--- src/rtl/alu_pkg.sv ---
// Shared types for the ALU-sharing arbiter: ALU op codes, FSM states and
// the op-code legality check used to gate the ALU result.
package alu_pkg;

  localparam int DATA_W  = 32;
  localparam int MAX_REQ = 4;

  typedef enum logic [3:0] {
    ALU_AND = 4'b0000,
    ALU_OR  = 4'b0001,
    ALU_ADD = 4'b0010,
    ALU_SUB = 4'b0110
  } alu_op_e;

  typedef enum logic [1:0] {
    IDLE,
    EXEC,
    RESP
  } arb_state_e;

  function automatic logic is_legal_op(input alu_op_e op);
    return op inside {ALU_AND, ALU_OR, ALU_ADD, ALU_SUB};
  endfunction

endpackage

--- src/rtl/alu_share_arbiter_if.sv ---
// Request/response bundle between NREQ requesters and the shared ALU arbiter.
interface alu_share_arbiter_if #(
  parameter int NREQ = 2
);
  // Handshakes: a transfer on index i happens on the rising edge where both
  // valid[i] and ready[i] are high. Requests may drop valid before grant;
  // resp_valid, resp_result, resp_zero and resp_err hold until resp_ready.
  logic [NREQ-1:0]       req_valid;
  logic [NREQ-1:0]       req_ready;
  logic [NREQ-1:0][31:0] req_op1;
  logic [NREQ-1:0][31:0] req_op2;
  logic [NREQ-1:0][3:0]  req_aluop;
  logic [NREQ-1:0]       resp_valid;
  logic [NREQ-1:0]       resp_ready;
  logic [31:0]           resp_result;
  logic                  resp_zero;
  logic                  resp_err;

  modport master (
    output req_valid, req_op1, req_op2, req_aluop, resp_ready,
    input  req_ready, resp_valid, resp_result, resp_zero, resp_err
  );

  modport slave (
    input  req_valid, req_op1, req_op2, req_aluop, resp_ready,
    output req_ready, resp_valid, resp_result, resp_zero, resp_err
  );

endinterface

--- src/rtl/alu_share_arbiter_alu.sv ---
// Combinational 32-bit ALU (AND/OR/ADD/SUB). Unknown codes yield 0 so the
// output is always a pure function of the current inputs.
module alu_share_arbiter_alu
  import alu_pkg::*;
(
  input  logic [31:0] a,
  input  logic [31:0] b,
  input  alu_op_e     op,
  output logic [31:0] result
);

  always_comb begin
    result = '0;
    case (op)
      ALU_AND: result = a & b;
      ALU_OR:  result = a | b;
      ALU_ADD: result = a + b;
      ALU_SUB: result = a - b;
      default: result = '0;
    endcase
  end

endmodule

--- src/rtl/alu_share_arbiter.sv ---
// Shares one ALU between NREQ requesters: grant one, register its operands,
// execute for one cycle, then hold the response until it is consumed.
module alu_share_arbiter
  import alu_pkg::*;
#(
  parameter int NREQ        = 2,
  parameter bit ROUND_ROBIN = 1'b1
) (
  input  logic                clk,
  input  logic                reset,
  alu_share_arbiter_if.slave  ifc,
  output logic                busy,
  output arb_state_e          state_dbg,
  output logic [1:0]          rr_ptr_dbg
);

  localparam logic [1:0] LAST_IDX = 2'(NREQ - 1);

  arb_state_e  state_q, state_d;
  logic [1:0]  gnt_q, gnt_d;
  logic [1:0]  rr_ptr_q, rr_ptr_d;
  logic [31:0] op1_q, op1_d;
  logic [31:0] op2_q, op2_d;
  alu_op_e     aluop_q, aluop_d;
  logic [31:0] result_q, result_d;
  logic        zero_q, zero_d;
  logic        err_q, err_d;

  logic [3:0]       vld4, rdy4, ready4, resp_vld4;
  logic [3:0][31:0] op1_ext, op2_ext;
  logic [3:0][3:0]  aluop_ext;
  logic [2:0]       pos;
  logic             gnt_found;
  logic [1:0]       gnt_idx;
  logic             accept;
  logic             legal;
  logic [31:0]      alu_result;

  // Widen per-requester inputs to the maximum of 4 so 2-bit indices are exact.
  assign vld4 = 4'(ifc.req_valid);
  assign rdy4 = 4'(ifc.resp_ready);

  always_comb begin
    op1_ext   = '0;
    op2_ext   = '0;
    aluop_ext = '0;
    for (int k = 0; k < NREQ; k++) begin
      op1_ext[k]   = ifc.req_op1[k];
      op2_ext[k]   = ifc.req_op2[k];
      aluop_ext[k] = ifc.req_aluop[k];
    end
  end

  // First valid requester scanning upward from rr_ptr with wrap (or from 0).
  always_comb begin
    gnt_found = 1'b0;
    gnt_idx   = '0;
    pos       = '0;
    for (int k = 0; k < NREQ; k++) begin
      pos = ROUND_ROBIN ? (3'(rr_ptr_q) + 3'(k)) : 3'(k);
      if (pos >= 3'(NREQ)) pos = pos - 3'(NREQ);
      if (!gnt_found && vld4[pos[1:0]]) begin
        gnt_found = 1'b1;
        gnt_idx   = pos[1:0];
      end
    end
  end

  alu_share_arbiter_alu u_alu (
    .a      (op1_q),
    .b      (op2_q),
    .op     (aluop_q),
    .result (alu_result)
  );

  assign legal  = is_legal_op(aluop_q);
  assign accept = (state_q == IDLE) && gnt_found && !reset;

  always_comb begin
    state_d   = state_q;
    gnt_d     = gnt_q;
    rr_ptr_d  = rr_ptr_q;
    op1_d     = op1_q;
    op2_d     = op2_q;
    aluop_d   = aluop_q;
    result_d  = result_q;
    zero_d    = zero_q;
    err_d     = err_q;
    ready4    = '0;
    resp_vld4 = '0;
    case (state_q)
      IDLE: begin
        if (accept) begin
          ready4[gnt_idx] = 1'b1;
          gnt_d           = gnt_idx;
          op1_d           = op1_ext[gnt_idx];
          op2_d           = op2_ext[gnt_idx];
          aluop_d         = alu_op_e'(aluop_ext[gnt_idx]);
          state_d         = EXEC;
        end
      end
      EXEC: begin
        result_d = legal ? alu_result : '0;
        zero_d   = legal && (aluop_q == ALU_SUB) && (alu_result == '0);
        err_d    = !legal;
        state_d  = RESP;
      end
      RESP: begin
        resp_vld4[gnt_q] = 1'b1;
        if (rdy4[gnt_q]) begin
          state_d  = IDLE;
          rr_ptr_d = (gnt_q == LAST_IDX) ? 2'd0 : gnt_q + 2'd1;
        end
      end
      default: state_d = IDLE;
    endcase
  end

  always_ff @(posedge clk) begin
    if (reset) begin
      state_q  <= IDLE;
      gnt_q    <= '0;
      rr_ptr_q <= '0;
      op1_q    <= '0;
      op2_q    <= '0;
      aluop_q  <= ALU_AND;
      result_q <= '0;
      zero_q   <= 1'b0;
      err_q    <= 1'b0;
    end else begin
      state_q  <= state_d;
      gnt_q    <= gnt_d;
      rr_ptr_q <= rr_ptr_d;
      op1_q    <= op1_d;
      op2_q    <= op2_d;
      aluop_q  <= aluop_d;
      result_q <= result_d;
      zero_q   <= zero_d;
      err_q    <= err_d;
    end
  end

  assign ifc.req_ready   = ready4[NREQ-1:0];
  assign ifc.resp_valid  = resp_vld4[NREQ-1:0];
  assign ifc.resp_result = result_q;
  assign ifc.resp_zero   = zero_q;
  assign ifc.resp_err    = err_q;
  assign busy            = (state_q != IDLE);
  assign state_dbg       = state_q;
  assign rr_ptr_dbg      = rr_ptr_q;

endmodule

--- src/flat_wrapper.sv ---
// flat-port wrapper written by rule: the top's interface ports become plain ports
module alu_share_arbiter_flat import alu_pkg::*;
#(
  parameter int NREQ        = 2,
  parameter bit ROUND_ROBIN = 1'b1
)
  (clk, reset, busy, state_dbg, rr_ptr_dbg, ifc_req_valid, ifc_req_op1, ifc_req_op2, ifc_req_aluop, ifc_resp_ready, ifc_req_ready, ifc_resp_valid, ifc_resp_result, ifc_resp_zero, ifc_resp_err);
  alu_share_arbiter_if #(.NREQ(NREQ)) ifc_i ();
  input  logic clk;
  input  logic reset;
  output logic busy;
  output arb_state_e state_dbg;
  output logic [1:0] rr_ptr_dbg;
  input wire logic [$bits(ifc_i.req_valid)-1:0] ifc_req_valid;
  input wire logic [$bits(ifc_i.req_op1)-1:0] ifc_req_op1;
  input wire logic [$bits(ifc_i.req_op2)-1:0] ifc_req_op2;
  input wire logic [$bits(ifc_i.req_aluop)-1:0] ifc_req_aluop;
  input wire logic [$bits(ifc_i.resp_ready)-1:0] ifc_resp_ready;
  output wire logic [$bits(ifc_i.req_ready)-1:0] ifc_req_ready;
  output wire logic [$bits(ifc_i.resp_valid)-1:0] ifc_resp_valid;
  output wire logic [$bits(ifc_i.resp_result)-1:0] ifc_resp_result;
  output wire logic [$bits(ifc_i.resp_zero)-1:0] ifc_resp_zero;
  output wire logic [$bits(ifc_i.resp_err)-1:0] ifc_resp_err;
  assign ifc_i.req_valid = ifc_req_valid;
  assign ifc_i.req_op1 = ifc_req_op1;
  assign ifc_i.req_op2 = ifc_req_op2;
  assign ifc_i.req_aluop = ifc_req_aluop;
  assign ifc_i.resp_ready = ifc_resp_ready;
  assign ifc_req_ready = ifc_i.req_ready;
  assign ifc_resp_valid = ifc_i.resp_valid;
  assign ifc_resp_result = ifc_i.resp_result;
  assign ifc_resp_zero = ifc_i.resp_zero;
  assign ifc_resp_err = ifc_i.resp_err;
  alu_share_arbiter #(.NREQ(NREQ), .ROUND_ROBIN(ROUND_ROBIN)) u_core (.clk(clk), .reset(reset), .ifc(ifc_i), .busy(busy), .state_dbg(state_dbg), .rr_ptr_dbg(rr_ptr_dbg));
endmodule
--- config.mk ---
export PLATFORM = sky130hd
export DESIGN_NAME = alu_share_arbiter_flat
export DESIGN_NICKNAME = d
export VERILOG_FILES = /design/src/rtl/alu_pkg.sv /design/src/rtl/alu_share_arbiter_if.sv /design/src/rtl/alu_share_arbiter_alu.sv /design/src/rtl/alu_share_arbiter.sv /design/src/flat_wrapper.sv
export SDC_FILE = /design/constraint.sdc
export NUM_CORES = 1
export LEC_CHECK = 0
export ABC_AREA = 0
export BUFFER_PORTS_ARGS = -buffer_cell sky130_fd_sc_hd__buf_2
export CAP_MARGIN = 40
export CORE_ASPECT_RATIO = 0.9
export CORE_MARGIN = 2
export CORE_UTILIZATION = 59
export DETAILED_ROUTE_END_ITERATION = 8
export PLACE_DENSITY_LB_ADDON = 0.3
export SETUP_SLACK_MARGIN = 0.15
export SLEW_MARGIN = 20
export SYNTH_ARGS = -nofsm -noshare
export SYNTH_HDL_FRONTEND = slang
export SYNTH_SLANG_ARGS = --single-unit
export TNS_END_PERCENT = 1
--- constraint.sdc ---
create_clock -name clk -period 11.28 [get_ports clk]
set_input_delay 2.256 -clock clk [delete_from_list [all_inputs] [get_ports clk]]
set_output_delay 2.256 -clock clk [all_outputs]
set_load 0.02 [all_outputs]
Yosys cells after proc, flatten, opt, wreduce, memory -nomap -nowiden --
Cells that the tools add are included.
Word-level totals: bits in registers 108, input port bits 142, logic and storage cells 82
Cells by class: add/subtract/negate cells 6, order comparisons 8, equal/unequal tests 8, mux-type cells 31, bitwise operators 2, reduce and logical (&&, ||, !) cells 18
Operators by type and width (number):
- binary-select mux 32 bit (select 2 bit) | 2
- one-hot mux 32 bit (4 select lines) | 1
- 2-to-1 mux 32 bit | 3
- adder 32 bit | 1
- bitwise AND 32 bit | 1
- logical NOT 32 bit | 1
- bitwise OR 32 bit | 1
- subtractor 32 bit | 1
- 2-to-1 mux 2 bit | 10
- < comparator 2 x 3 -> 1 bit, second input constant | 4
- binary-select mux 4 bit (select 2 bit) | 1
- logical AND 1 bit | 7
- 2-to-1 mux 1 bit | 7
- binary-select mux 1 bit (select 2 bit) | 3
- one-hot mux 2 bit (3 select lines) | 1
- AND reduction 2 bit | 3
- demux 1 bit (select 2 bit) | 2
- equality test 2 x 1 -> 1 bit, second input constant | 2
- equality test 4 x 1 -> 1 bit, second input constant | 1
- equality test 4 x 2 -> 1 bit, second input constant | 1
- equality test 4 x 3 -> 1 bit, second input constant | 1
- greater-or-equal comparator 2 x 1 -> 1 bit, second input constant | 2
- logical NOT 4 bit | 1
- 2-to-1 mux 4 bit | 1
- 11 further kinds | 15

Longest topological paths before layout --
depth in word-level cells 14, mapped depth 24, mapped depth without buffers 23

By module --
Synthesis repeated with hierarchy kept, for this count alone.
Second synthesis, totals: cells, all modules 1040, area, all modules 8086.5 sq um
By module, submodules not included:
- alu_share_arbiter | instances 1, cells an instance 540, area each 4789.6 sq um, seq. area each 2162.1 sq um
- alu_share_arbiter_alu | instances 1, cells an instance 500, area each 3296.9 sq um, seq. area each 0.0 sq um

Worst setup path before layout --
OpenSTA, ideal clock, no wires.
path type input to output, start input ifc_req_valid[0], end output ifc_req_ready[0], data arrival time 3354 ps, data required time 9024 ps, path slack 5670 ps, cell stages on the path 5, buffers on the path 2, cells stage by stage inv_1 -> o21ai_0 -> clkbuf_1 -> buf_1 -> and2_1
On the way: cells in the longest elaborated chain, start to end 12
RTL lines:
- start: declaration | line flat_wrapper.sv:14 | input wire logic [$bits(ifc_i.req_valid)-1:0] ifc_req_valid;
- binary-select mux 1 bit (select 2 bit) | line alu_share_arbiter.sv:62 | if (!gnt_found && vld4[pos[1:0]]) begin
- 2-to-1 mux 1 bit (not written as such) | line alu_share_arbiter.sv:62
- 2-to-1 mux 1 bit | line alu_share_arbiter.sv:62
- logical NOT 1 bit | line alu_share_arbiter.sv:62
- logical AND 1 bit | line alu_share_arbiter.sv:62
- 2-to-1 mux 2 bit | line alu_share_arbiter.sv:62
- < comparator 2 x 3 -> 1 bit (not written as such) or greater-or-equal comparator 2 x 1 -> 1 bit (tied branches) | line alu_share_arbiter.sv:94 | ready4[gnt_idx] = 1'b1;
- logical AND 1 bit (not written as such) | line alu_share_arbiter.sv:94
- 2-to-1 mux 1 bit (not written as such) | line alu_share_arbiter.sv:94
- demux 1 bit (select 2 bit)
- 2-to-1 mux 2 bit (*) | line alu_share_arbiter.sv:93 | if (accept) begin
- 2-to-1 mux 2 bit (*) | line alu_share_arbiter.sv:91 | case (state_q)
- end: declaration | line flat_wrapper.sv:19 | output wire logic [$bits(ifc_i.req_ready)-1:0] ifc_req_ready;
Mark *: on every way between the ends. The rest lies on a longest branch, timed or not. The select of a mux whose other input is x is not followed.

Worst setup path in the final report --
start input ifc_req_valid[1], end output ifc_req_ready[0]
The elaborated chain is that of the path after synthesis.

==> flow_summary_export.csv <==
group,metric,value,unit
status,status,"complete, no violations",
synth,seq_area_frac_synth,28.4,%
sta,setup_violations,0,
global_routing,antenna_found_initial,0,
placed_design,hpwl,16.6,mm
sta,hold_viol,0,
worst_setup_path,r2r_setup_slack,6.14,ns
worst_setup_path,critPathLaunchType,"primary input",
routing,drtIter0Drc,598,
clocking,clock-root-buffer,"clkbuf_16",
pwr,switching_share,40.2,%
pwr,power_frac_comb,42.1,%
sta,clock-skew-final,0.00675,ns
pwr,cellLeakagePower,4.19,nW
worst_setup_path,reg2regPathDepth,19,
worst_setup_path,r2r_start,"u_core.op2_q[2]",
sta,worst_pin_slew,0.809,ns
synth,synth_edf_count,0,
sta,relSlewSlack,45.9,%
clocking,cts_setup_buffers,0,
routing,drc,0,
synth,synth_area_leaders,"dfxtp_1, mux2i_1, a211oi_1, nor2_1, ha_1",
flow_run,maxCapViolCount,0,
die,fp.dieH,112,um
worst_setup_path,rr_endpoint,"u_core.ifc.resp_zero",
clocking,ctsHoldBuffers,0,
sta,rsz0062_at_grt,"false",
clocking,ctsResizeCount,0,
die,initial_core_util,60.3,%
synth,synth_top_cell_by_area,"dfxtp_1",
sta,setup_slack,5.85,ns
routing,first_pass_iters,5,
worst_setup_path,crit_end,"ifc_req_ready[0]",
routing,routed_wl,21.5,mm
sta,setup_tns,0,ns
layout,nets,1252,
synth,syn-num-nets,1124,
global_routing,grt-ovfl-total,0,
worst_setup_path,crit_path_max_fanout,4,
layout,n_antenna_cell,0,
clocking,cts_sinks,108,
clocking,clock_latency,0.37,ns
placed_design,pre_cts_ws,5.84,ns
clocking,cts_tree,"done",
routing,final_antenna_net_count,0,
synth,synth-async-reset-ratio,0,%
worst_setup_path,critPathArrivalTime,3.18,ns
synth,synthFlopType,"dfxtp_1",
clocking,ctsHtreeMaxLevel,3,
worst_setup_path,end_kind,"output port",
layout,layout_common_cells,"buf_2, nor2_1, dfxtp_1",
sta,fmaxAchievable,0.184,GHz
pwr,p_sw,0.547,mW
synth,ys_seq_elements,108,
layout,layout_commonest_cell,"buf_2",
synth,ys_types,61,
worst_setup_path,crit_type,"primary input to output port",
layout,fin_cells,1244,
clocking,cts_made_buffers,9,
die,core_area,12600,um2
worst_setup_path,cp.required,9.02,ns
placed_design,numPortBuffers,184,
pwr,internal_power,0.812,mW
synth,syn_inst,947,
die,die_x,124,um
pwr,ir_drop,135,uV
pwr,seq_power_share,35.0,%
die,num_rows,39,
layout,area_delta_synth_final,16.9,%
pwr,clockPowerShare,22.9,%
placed_design,gp_congestion,1.03,
pwr,power_density,153,nW/um2
routing,avgRoutedWirePerCell,17.3,um
die,boundaryPins,185,
layout,layout-drive-gt1-share,20.9,%
synth,synth_top_cell_area_share,28.4,%
worst_hold_path,hold_class,"flop to flop",
pwr,p_total,1.36,mW
sta,fin_crit_sh,48.2,%
global_routing,grt_first_pass_wirelength,34.4,mm
routing,num_vias,7516,
global_routing,grt_pass1_vias,6670,
synth,netlist_area,7620,um2
synth,syn_avg_cell_area,8.04,um2
synth,yosys_warnings,0,
global_routing,grt_use_total,31.8,%
sta,finalMaxSlewViolations,0,
clocking,clk_pin_slew_worst_paths,0.07,ns
global_routing,grt_max_degree,72,
worst_setup_path,critPathLaunch,"ifc_req_valid[1]",
placed_design,place_inst,1228,
die,die-area,13800,um2
clocking,cts.path.max_buffers,2,
routing,viasPerCell,6.04,
sta,fin_crit,5.43,ns
==> state kept, by name (all words and copies together), names as in the netlist <==
signal,flops
u_core.ifc.resp_zero,1
u_core.ifc.resp_result,32
u_core.rr_ptr_dbg,2
u_core.gnt_q,2
u_core.state_dbg,2
u_core.op2_q,32
u_core.ifc.resp_err,1
u_core.op1_q,32
u_core.aluop_q,4
==> logic make-up after synthesis <==
| logic type | Yosys count | synth area share [%] |
|---|---|---|
| compound gates | 259 | 22.9 |
| xor+xnor | 55 | 6.32 |
| fa+ha+maj | 62 | 9.40 |
| buf+inv | 87 | 4.40 |
| flops | 108 | 28.4 |
| mux | 73 | 9.59 |
| simple gates | 303 | 19.0 |
==> per-layer routing <==
metal	track usage, %	vias up	part of all wire, %
met4	9.09	0	1.9
met3	8.04	33	9.9
li1	-	3752	-
met5	0	-	0
met1	48.4	3368	48
met2	43.8	363	41
==> power groups by stage <==
stage / combinational, mW / sequential [mW] / clock [mW]
6_report: 0.572 / 0.476 / 0.311
5_1_grt: 0.633 / 0.482 / 0.332
4_1_cts: 0.563 / 0.474 / 0.317
3_5_place_dp: 0.560 / 0.482 / 0
3_3_place_gp: 0.549 / 0.480 / 0
2_1_floorplan: 0.407 / 0.481 / 0
==> metrics by stage <==
stage,area (um2),hold slack [ns],util (%)
CTS,8900,0.454,70.4
detailed placement,8610,0.444,68.1
global route,8900,0.490,70.4
floorplan,7620,0.479,-
global placement,8530,0.440,67.5
finish,8900,0.454,70.4
==> worst min-delay path by stage <==
stage                                     from  depth (start not counted)  slack (ns)                          to
floorplan                      u_core.gnt_q[1]                          1        0.48             u_core.gnt_q[1]
global placement    u_core.ifc.resp_result[14]                          2        0.44  u_core.ifc.resp_result[14]
detailed placement  u_core.ifc.resp_result[14]                          2        0.44  u_core.ifc.resp_result[14]
CTS                 u_core.ifc.resp_result[14]                          2        0.45  u_core.ifc.resp_result[14]
global route        u_core.ifc.resp_result[14]                          2        0.49  u_core.ifc.resp_result[14]
finish              u_core.ifc.resp_result[14]                          2        0.45  u_core.ifc.resp_result[14]
==> area by class of cell <==
class	instances	area, um2
multi-input cells	752	5160
fillers	1059	3740
flip-flops and latches	108	2160
repair buffers	193	1040
clock buffers	10	239
well taps	164	205
clock inverters	6	55.1
inverters	11	41.3
==> critical path: stages <==
cell and delay [ns]:
buf_2 0.12, a21oi_1 0.24, or2_2 0.20, nor2_1 0.05, and2_1 0.16, buf_2 0.15
==> cells in the mapped netlist, types with 9 or more instances <==
cell and n:
clkbuf_1 63, a21o_1 10, nand2b_1 9, xor2_1 35, nand4_1 15, a211oi_1 92
nand2_1 57, buf_1 11, inv_1 11, dfxtp_1 108, nor3_1 20, nor2_1 139
xnor2_1 20, a21oi_1 52, a22oi_1 14, o21ai_0 28, maj3_1 27, mux2i_1 73
ha_1 34, a31oi_1 11
Note: power is estimated with default switching activity, not from simulation.
